<file path="src/rtl/cpu_io_serializer.sv">
// Parallel-to-serial feeder for the serial CPU I/O FSM: accepts one A/B/OP frame,
// emits start pulse plus bit stream in fixed slots, then waits for io_done with a timeout.
module cpu_io_serializer #(
    parameter bit MSB_FIRST    = 1'b0,
    parameter int DONE_TIMEOUT = 8
) (
    input  logic       clk_i,
    input  logic       rst_i,
    input  logic       in_valid_i,
    output logic       in_ready_o,
    input  logic [7:0] in_a_i,
    input  logic [7:0] in_b_i,
    input  logic [4:0] in_op_i,
    output logic       fsm_start_o,
    output logic       fsm_bit_o,
    input  logic       io_done_i,
    output logic       busy_o,
    output logic       frame_done_o,
    output logic       timeout_o,
    output logic       err_sticky_o
);

    typedef enum logic [2:0] {
        IDLE,
        START,
        SEND_A,
        GAP_A,
        SEND_B,
        GAP_B,
        SEND_OP,
        WAIT_DONE
    } state_e;

    localparam logic [7:0] TMO_LAST = 8'(DONE_TIMEOUT - 1);

    state_e     state_q, state_d;
    logic [2:0] cnt_q, cnt_d;
    logic [7:0] tmo_q, tmo_d;
    logic [7:0] a_q, a_d;
    logic [7:0] b_q, b_d;
    logic [4:0] op_q, op_d;
    logic       done_q, done_d;
    logic       tpulse_q, tpulse_d;
    logic       err_q, err_d;

    logic [2:0] idx8;
    logic [2:0] idx5;

    always_ff @(posedge clk_i) begin
        if (rst_i) begin
            state_q  <= IDLE;
            cnt_q    <= '0;
            tmo_q    <= '0;
            a_q      <= '0;
            b_q      <= '0;
            op_q     <= '0;
            done_q   <= 1'b0;
            tpulse_q <= 1'b0;
            err_q    <= 1'b0;
        end else begin
            state_q  <= state_d;
            cnt_q    <= cnt_d;
            tmo_q    <= tmo_d;
            a_q      <= a_d;
            b_q      <= b_d;
            op_q     <= op_d;
            done_q   <= done_d;
            tpulse_q <= tpulse_d;
            err_q    <= err_d;
        end
    end

    // Completion pulses are registered so they appear in the first IDLE cycle.
    always_comb begin
        state_d  = state_q;
        cnt_d    = cnt_q;
        tmo_d    = tmo_q;
        a_d      = a_q;
        b_d      = b_q;
        op_d     = op_q;
        done_d   = 1'b0;
        tpulse_d = 1'b0;
        err_d    = err_q;
        unique case (state_q)
            IDLE: begin
                cnt_d = '0;
                if (in_valid_i) begin
                    a_d     = in_a_i;
                    b_d     = in_b_i;
                    op_d    = in_op_i;
                    state_d = START;
                end
            end
            START: begin
                cnt_d   = '0;
                state_d = SEND_A;
            end
            SEND_A: begin
                cnt_d = cnt_q + 3'd1;
                if (cnt_q == 3'd7) begin
                    cnt_d   = '0;
                    state_d = GAP_A;
                end
            end
            GAP_A: begin
                cnt_d   = '0;
                state_d = SEND_B;
            end
            SEND_B: begin
                cnt_d = cnt_q + 3'd1;
                if (cnt_q == 3'd7) begin
                    cnt_d   = '0;
                    state_d = GAP_B;
                end
            end
            GAP_B: begin
                cnt_d   = '0;
                state_d = SEND_OP;
            end
            SEND_OP: begin
                cnt_d = cnt_q + 3'd1;
                if (cnt_q == 3'd4) begin
                    cnt_d   = '0;
                    tmo_d   = '0;
                    state_d = WAIT_DONE;
                end
            end
            WAIT_DONE: begin
                tmo_d = tmo_q + 8'd1;
                if (io_done_i) begin
                    done_d  = 1'b1;
                    state_d = IDLE;
                end else if (tmo_q == TMO_LAST) begin
                    tpulse_d = 1'b1;
                    err_d    = 1'b1;
                    state_d  = IDLE;
                end
            end
            default: state_d = IDLE;
        endcase
    end

    assign idx8 = MSB_FIRST ? (3'd7 - cnt_q) : cnt_q;
    assign idx5 = MSB_FIRST ? (3'd4 - cnt_q) : cnt_q;

    always_comb begin
        fsm_bit_o = 1'b0;
        unique case (state_q)
            SEND_A:  fsm_bit_o = a_q[idx8];
            SEND_B:  fsm_bit_o = b_q[idx8];
            SEND_OP: fsm_bit_o = op_q[idx5];
            default: fsm_bit_o = 1'b0;
        endcase
    end

    assign in_ready_o   = (state_q == IDLE) && !rst_i;
    assign fsm_start_o  = (state_q == START);
    assign busy_o       = (state_q != IDLE);
    assign frame_done_o = done_q;
    assign timeout_o    = tpulse_q;
    assign err_sticky_o = err_q;

endmodule

</file>
<file path="config.mk">
export PLATFORM = sky130hd
export DESIGN_NAME = cpu_io_serializer
export DESIGN_NICKNAME = d
export VERILOG_FILES = /design/src/rtl/cpu_io_serializer.sv
export SDC_FILE = /design/constraint.sdc
export NUM_CORES = 1
export LEC_CHECK = 0
export BUFFER_PORTS_ARGS = -buffer_cell sky130_fd_sc_hd__buf_4
export CORE_AREA = 3 3 66 68
export CTS_CLUSTER_DIAMETER = 150
export DETAILED_ROUTE_END_ITERATION = 7
export DIE_AREA = 0 0 69 71
export PLACE_DENSITY_LB_ADDON = 0.15
export SLEW_MARGIN = 20
export SYNTH_ARGS = -nofsm -noshare
export SYNTH_HDL_FRONTEND = slang
export SYNTH_SLANG_ARGS = --single-unit
</file>
<file path="constraint.sdc">
create_clock -name clk_i -period 1.5 [get_ports clk_i]
set_input_delay 0.3 -clock clk_i [delete_from_list [all_inputs] [get_ports clk_i]]
set_output_delay 0.3 -clock clk_i [all_outputs]
set_load 0.1 [all_outputs]
</file>
==> impl_metrics.env <==
export IMPL_final_util=0.7107
export IMPL_max_slew_margin=0.7783
export IMPL_route_detailed_drc=0
export IMPL_finalCritPeriodShare=1.420
export IMPL_antenna_found_initial=0
export IMPL_ys_types=43
export IMPL_clkSinkCount=38
export IMPL_gr_usage_met1=0.2542
export IMPL_grt_max_degree=22
export IMPL_worstSetupPathType="flop to output port"
export IMPL_path_clk_slew_ns=0.08
export IMPL_tightest_slew_ns=0.3300
export IMPL_fin_total_pwr_mw=2.429
export IMPL_drt_iter0_markers=109
export IMPL_layout_min_cycle_time_ns=2.131
export IMPL_grt_busiest_layer="met2"
export IMPL_cpPeakStageDelay_ns=0.49
export IMPL_rsz0062_at_grt="true"
export IMPL_final_setup_viol_count=14
export IMPL_grt_pass1_vias=1654
export IMPL_num_io_pins=32
export IMPL_root_buffer="clkbuf_8"
export IMPL_dp_cells=315
export IMPL_hold_viol=0
export IMPL_wl_per_cell_um=14.40
export IMPL_yosysSeqAreaShare=0.4139
export IMPL_layout_nets=309
export IMPL_violations="setup timing"
export IMPL_grt_pass1_wl_um=7748
export IMPL_cp_required_ns=1.20
export IMPL_post_place_ws_ns=-0.5068
export IMPL_hold_class="input port to flop"
export IMPL_cp_end_kind="output port"
export IMPL_drv_cap=0
export IMPL_syn_nets=250
export IMPL_syn_inst=221
export IMPL_synth_warning_count=0
export IMPL_synth_avg_cell_area_um2=8.317
export IMPL_synth_seq_cells=38
export IMPL_syn2layout_area_growth_pct=51.33
export IMPL_synth_most_common_cell="nand2_1"
export IMPL_peakVddDrop_v=0.0006798
export IMPL_die_area_mm2=0.004899
export IMPL_firstDrtPassIters=4
export IMPL_p_leak_nw=1.068
export IMPL_layout_drive_gt1_share=0.4128
export IMPL_antenna_cells=0
export IMPL_die_h_um=71
export IMPL_synth_common_cells="48 x nand2_1, 38 x dfxtp_1, 31 x a21oi_1"
export IMPL_crit_chain="mux4_2, nor2b_4, a211oi_4, o32ai_4, buf_12"
export IMPL_synth_top_area_share=0.4139
export IMPL_critPathMaxFanout=4
export IMPL_ys_flop_type="dfxtp_1"
export IMPL_cts_tree="built"
export IMPL_slowest_stage="mux4_2"
export IMPL_clock_latency_ns=0.30
export IMPL_synth_edf_count=0
export IMPL_rows=23
export IMPL_gr_usage_all_layers=0.1996
export IMPL_async_reset_ff_frac=0
export IMPL_crit_arrival_ns=1.83
export IMPL_outcome="finished, violations left"
export IMPL_cts_max_path_buffers=2
export IMPL_final_setup_worst_slack_ns=-0.6305
export IMPL_met2_usage=0.3273
export IMPL_yosysTopAreaCell="dfxtp_1"
export IMPL_gr_total_overflow=0
export IMPL_final_cells=331
export IMPL_powerDensity_mw_per_mm2=873.2
export IMPL_routed_via_count=1753
export IMPL_synth_area_leaders="dfxtp_1 41%, nand2_1 9.8%, a21oi_1 8.4%"
export IMPL_synthesis_area_mm2=0.001838
export IMPL_hpwl_um=2957
export IMPL_drv_slew=0
export IMPL_grt_met3_usage=0.04830
export IMPL_htreeDepth=2
export IMPL_avgViaCountPerCell=5.296
export IMPL_drtAntennaViolNets=0
export IMPL_initial_core_util=0.4696
export IMPL_holdBufCountCts=0
export IMPL_portBuffers=31
export IMPL_fin_skew_ns=0.004458
export IMPL_fmax_mhz=469.4
export IMPL_core_area_mm2=0.003914
export IMPL_gp_congestion=0.7958
export IMPL_die_x_um=69
export IMPL_cp_start_kind="flop"
export IMPL_cts_buffers_inserted=5
export IMPL_wirelength_um=4768
==> per-stage QoR <==
step / cell area, µm² / hold WS, ns / TNS (ns)
detailed placement: 2331 / 0.4439 / -3.075
global placement: 2331 / 0.4346 / -2.600
CTS: 2629 / 0.2395 / -1.959
floorplan: 1906 / 0.4315 / -1.160
finish: 2781 / 0.2394 / -1.908
global route: 2781 / 0.2404 / -3.035
==> where the power goes <==
group          internal (mW)  switching (mW)  total (mW)
clock                  0.369           0.377       0.746
combinational          0.294           0.301       0.594
sequential              1.06          0.0335        1.09
total                   1.72           0.711        2.43
==> cell families after synthesis <==
kind of cell / after synthesis / share of synthesized area
simple gates: 94 / 0.2451
compound gates: 53 / 0.1702
flops: 38 / 0.4139
buf+inv: 23 / 0.05990
mux: 9 / 0.08373
fa+ha+maj: 4 / 0.02723
==> worst max-delay path, delay by kind of cell, from the launching register on <==
family          cells  cell delay, ns
flops               1            0.38
simple gates        1            0.15
buf+inv             1            0.18
mux                 1            0.49
compound gates      2            0.33
==> per-layer routing <==
layer	vias to the layer above	wire (µm)
li1	891	-
met1	817	2115
met2	36	2341
met3	9	219
met4	0	92
met5	-	0
==> layout by cell type, fill, tap and decap left out, types with 3 or more instances in the layout <==
cell      synthesis  routed
nor2_1           12      11
buf_4             0      49
nand3_1           7       5
dfxtp_1          38      34
buf_12            0       7
inv_1             6       4
a21oi_1          31      27
buf_6             2      10
nand2_1          48      47
ha_4              0       3
a21oi_2           0       4
clkbuf_8          0       6
dfxtp_4           0       3
o21ai_1           4       5
mux4_2            1       4
nor3_1            7       6
==> repair_timing <==
action	CTS	global route
gates cloned	1	1
endpoints found under the setup margin	20	38
pin swaps	10	15
resized for setup	45	24
buffers inserted	2	6
==> flip-flops by register name, summed over array words and instances (netlist names) <==
signal,count
a_q,8
b_q,8
tmo_q,8
op_q,5
cnt_q,3
state_q,3
err_sticky_o,1
frame_done_o,1
timeout_o,1
==> path summary, 6_finish.rpt <==
path	startpoint	endpoint	cells past startpoint	slack [ns]
max	cnt_q[0]	fsm_bit_o	5	-0.63
min reg2reg	err_sticky_o	err_sticky_o	2	0.45
max reg2reg	cnt_q[0]	cnt_q[0]	9	-0.25
min	in_b_i[7]	b_q[7]	3	0.24
==> cell type report <==
| type | count | area [µm²] |
|---|---|---|
| multi-input cells | 160 | 1146 |
| inverters | 7 | 31.28 |
| well taps | 50 | 62.56 |
| clock buffers | 6 | 82.58 |
| clock inverters | 2 | 12.51 |
| fillers | 306 | 1132 |
| repair buffers | 68 | 673.1 |
| flip-flops and latches | 38 | 773.2 |
Power figures use the tool's default switching activity.
